<file path="src/rtl/nibble_packer.sv">
// rtl/nibble_packer.sv - packs a 4-bit nibble stream into words behind a one-word valid/ready output register
module nibble_packer #(
  parameter int NIBBLES = 8,
  parameter int CNT_W   = 4
) (
  input  logic                   clk,
  input  logic                   reset_L,
  input  logic [3:0]             nibble_in,
  input  logic                   nibble_valid,
  output logic                   nibble_ready,
  input  logic                   flush,
  output logic [4*NIBBLES-1:0]   word_out,
  output logic [CNT_W-1:0]       word_nibbles,
  output logic                   word_valid,
  input  logic                   word_ready,
  output logic [CNT_W-1:0]       nib_count
);

  localparam int W = 4 * NIBBLES;
  localparam logic [CNT_W-1:0] LAST = CNT_W'(NIBBLES - 1);

  typedef enum logic {FILL, STALL} state_t;

  state_t             state, state_nx;
  logic [W-1:0]       acc, acc_nx, acc_ins, word_nx;
  logic [CNT_W-1:0]   cnt_nx, wn_nx, eff;
  logic               wv_nx, accept, out_free, close;

  assign nibble_ready = (state == FILL);
  assign accept       = nibble_valid && nibble_ready;
  assign out_free     = !word_valid || word_ready;
  assign eff          = nib_count + {{(CNT_W-1){1'b0}}, accept};
  // A word closes on its last nibble or on a flush that has something to emit.
  assign close        = (accept && nib_count == LAST) || (flush && eff != '0);

  always_comb begin
    acc_ins = acc;
    for (int k = 0; k < NIBBLES; k++) begin
      if (accept && nib_count == CNT_W'(k)) acc_ins[4*k +: 4] = nibble_in;
    end
  end

  always_comb begin
    state_nx = state;
    acc_nx   = acc;
    cnt_nx   = nib_count;
    word_nx  = word_out;
    wn_nx    = word_nibbles;
    wv_nx    = word_valid;
    if (word_valid && word_ready) wv_nx = 1'b0;
    case (state)
      FILL: begin
        if (close && out_free) begin
          word_nx = acc_ins;
          wn_nx   = eff;
          wv_nx   = 1'b1;
          acc_nx  = '0;
          cnt_nx  = '0;
        end else if (close) begin
          // Closed word (full or flushed partial) waits in the accumulator.
          acc_nx   = acc_ins;
          cnt_nx   = eff;
          state_nx = STALL;
        end else begin
          acc_nx = acc_ins;
          cnt_nx = eff;
        end
      end
      STALL: begin
        if (out_free) begin
          word_nx  = acc;
          wn_nx    = nib_count;
          wv_nx    = 1'b1;
          acc_nx   = '0;
          cnt_nx   = '0;
          state_nx = FILL;
        end
      end
    endcase
  end

  always_ff @(posedge clk or negedge reset_L) begin
    if (!reset_L) begin
      state        <= FILL;
      acc          <= '0;
      nib_count    <= '0;
      word_out     <= '0;
      word_nibbles <= '0;
      word_valid   <= 1'b0;
    end else begin
      state        <= state_nx;
      acc          <= acc_nx;
      nib_count    <= cnt_nx;
      word_out     <= word_nx;
      word_nibbles <= wn_nx;
      word_valid   <= wv_nx;
    end
  end

endmodule

</file>
<file path="config.mk">
export PLATFORM = sky130hd
export DESIGN_NAME = nibble_packer
export DESIGN_NICKNAME = d
export VERILOG_FILES = /design/src/rtl/nibble_packer.sv
export SDC_FILE = /design/constraint.sdc
export NUM_CORES = 1
export LEC_CHECK = 0
export ABC_CLOCK_PERIOD_IN_PS = 2770
export CORE_MARGIN = 1.5
export CORE_UTILIZATION = 40
export CTS_CLUSTER_DIAMETER = 200
export DETAILED_ROUTE_END_ITERATION = 8
export SLEW_MARGIN = 5
export SYNTH_ARGS = -nofsm -noshare
export SYNTH_HDL_FRONTEND = slang
export SYNTH_SLANG_ARGS = --single-unit
</file>
<file path="constraint.sdc">
create_clock -name clk -period 2.77 [get_ports clk]
set_input_delay 0.277 -clock clk [delete_from_list [all_inputs] [get_ports clk]]
set_output_delay 0.277 -clock clk [all_outputs]
set_load 0.1 [all_outputs]
</file>
==> summary.md <==
| Metric | Value |
|---|---|
| Critical setup path kind | input pin to register |
| Reg2Reg Depth | 9 |
| Clock buffer depth | 2 |
| Reg-to-Reg End | word_out[5]$_DFFE_PN0P_ |
| Die ar. | between 0.008 and 0.009 mm² |
| Synth top area share | a little under three fifths |
| Nets@finish | around 330 |
| Util after Layout | 50.0% |
| Routed WL | ~6.5 mm |
| Clk sinks | 74 |
| Vias in the first global route | between 2k and 2.5k |
| Non-Filler Instances | 430 |
| # diodes | 0 |
| Warnings, synthesis | 0 |
| Final hold vios | 4 |
| Area leader, netlist | dfrtp_1 |
| Max Fclk | approximately 0.43 GHz |
| Vias per cell | slightly below 5 |
| CTS clk-pin slew, worst paths | ~0.08 ns |
| #FFs+latches synth | 74 |
| Avg Inst Size Synth | between 10 and 15 µm² |
| Maximum fanout along the worst path | 40 |
| Worst slew margin | approximately 55% |
| Total GRT Usage | 16.0% |
| TritonRoute pass-1 iters | 4 |
| Max Slew Vio Count | 0 |
| Post-cts gate resize count | 0 |
| Post-synth top flop | dfrtp_1 |
| Most numerous cell in the Yosys netlist | dfrtp_1 |
| Origin of the worst setup path | nibble_valid |
| Worst Setup EP | word_out[5]$_DFFE_PN0P_ |
| Share of layout cells above drive strength 1 | around 36% |
| Starting DRT DRC Count | just over 70 |
| GRT Residual Overflow | 0 |
| Measured slew at the worst slew-check pin | between 0.6 and 0.7 ns |
| # rows | 33 |
| Post-synth EDFFs | 0 |
| Register area share after synthesis | about 55% |
| Worst Setup End Kind | register |
| RSZ-0062 raised after global routing | no |
| Clock skew | 0.0121 ns |
| Crit path DAT | ~2.6 ns |
| Most frequent cells after synthesis | dfrtp_1, mux2_2, mux2i_1, nor2b_1, nand3_1 |
| Mapped Area | 0.00334 mm² |
| # DRC | 0 |
| Placed insts | a little over 400 |
| Die width | ~94 µm |
| CORE AREA | just over 0.008 mm² |
| CTS tree | yes |
| Ranking of synthesized cells by area | dfrtp_1, mux2_2, mux2i_1 |
| H-tree levels | 3 |
| Syn nets | roughly 280 |
| Die height | 94.4 µm |
| Port Buffers | 50 |
| Top-Level Pins | between 50 and 60 |
| Postcts setup bufs | 0 |
| CP required | 3.03 ns |
| Fin crit share | between 80% and 90% |
| Final Critical Period | about 2.3 ns |
| Clk_lat worst skew | between 0.3 and 0.4 ns |
| Outcome | complete, but fails checks |
| DR vias | about 2.1k |
| Violated checks | negative hold slack |
| Cells after Synth | roughly 270 |
| Routed Antenna Nets | 0 |
| Initial Util | around two fifths |
| First-pass GRT wire length | around 11 mm |
| Max-Cap Viols | 0 |
| Post-synth ARST share | 100% |
| Worst hold path class | input pin to async pin |
| Routed WL per cell | roughly 15 µm |
| TritonCTS buffer count | 9 |
| Largest net degree at the start of global routing | 41 |
| Post-DP HPWL | between 4 and 5 mm |
| Worst r2r src | state$_DFF_PN0_ |
| Antenna violations before repair | 0 |
| Worst setup SP type | input pin |
| Minimum hold slack | -0.00276 ns |
| TNS Setup | 0 ns |
| Final setup fails | 0 |
| Global placement routability congestion | 0.772 |
| Netlist cell types | 35 |
| Clock Tree Root | clkbuf_8 |
| Hold Buf Count CTS | 0 |
| Worst reg2reg setup slack | approximately 0.5 ns |
| Area Growth Syn to Fin | 22.3% |
## critical path, stage by stage
cell	delay (ns)
clkdlybuf4s50_1	0.48
nor2b_1	0.14
ha_1	0.23
ha_1	0.21
xor2_1	0.24
a2111oi_4	0.07
o211ai_4	0.23
buf_12	0.26
buf_4	0.23
mux2i_1	0.20
## cell families (layout without fill, tap and decap cells)
group / after synthesis / in the layout / synth area share (%)
xor+xnor: 2 / 2 / 0.524
simple gates: 70 / 70 / 10.9
fa+ha+maj: 2 / 2 / 0.748
buf+inv: 34 / 91 / 4.64
flops: 74 / 74 / 55.4
compound gates: 18 / 18 / 4.60
mux: 68 / 68 / 23.2
## metrics by stage
step | cell area (µm²) | worst slack (ns) | hold slack, ns
floorplan | 3340 | 0.0890 | -0.0186
global placement | 3860 | 0.142 | 0.382
detailed placement | 3860 | 0.0905 | 0.382
CTS | 4090 | 0.448 | 0.00216
global route | 4090 | 0.306 | 0.0171
finish | 4090 | 0.436 | -0.00276
## layer usage
layer / routed length (µm) / track usage, %
met2: 2870 / 22.6
met3: 255 / 4.51
met5: 0 / 0
met1: 3290 / 23.8
met4: 49 / 4.48
## placed cells by master, fill, tap and decap left out, drive strengths merged, types with 2 or more instances in the layout
master,Yosys,final
inv,14,16
clkbuf,5,9
a21oi,2,2
nor2,12,12
mux2i,22,22
and3b,2,2
mux2,46,46
ha,2,2
nor2b,20,20
clkdlybuf4s50,0,7
dfrtp,74,74
clkinv,1,4
a2bb2oi,2,2
nor3b,2,2
o2111ai,4,4
or3,2,2
nand2,12,12
bufinv,0,2
o211ai,2,2
o21ai,4,4
buf,14,53
nand3,16,16
## registers in the layout, summed over array words and instances (netlist names)
register and cells:
word_valid 1, acc 32, word_nibbles 4, state 1, nib_count 4, word_out 32
## worst min-delay path by stage
stage	startpoint	to	slack, ns	cells after the start
3_5_place_dp	reset_L	acc[10]$_DFFE_PN0P_	0.38	2
2_1_floorplan	reset_L	acc[0]$_DFFE_PN0P_	-0.02	0
6_report	reset_L	acc[10]$_DFFE_PN0P_	-0.003	2
5_1_grt	reset_L	acc[18]$_DFFE_PN0P_	0.02	2
4_1_cts	reset_L	acc[18]$_DFFE_PN0P_	0.002	2
3_3_place_gp	reset_L	word_out[4]$_DFFE_PN0P_	0.38	2
## area by class of cell
cell class | count | area (µm²)
clock buffer | 9 | 124
multi-input combinational | 160 | 1350
clock inverter | 7 | 100
timing repair buffer | 60 | 478
fill | 762 | 4090
sequential | 74 | 1850
inverter | 15 | 56.3
tap | 105 | 131
Power is left out: the tool's default activity adds up to more than one toggle a clock period on the data nets, which glitch-free logic cannot reach.
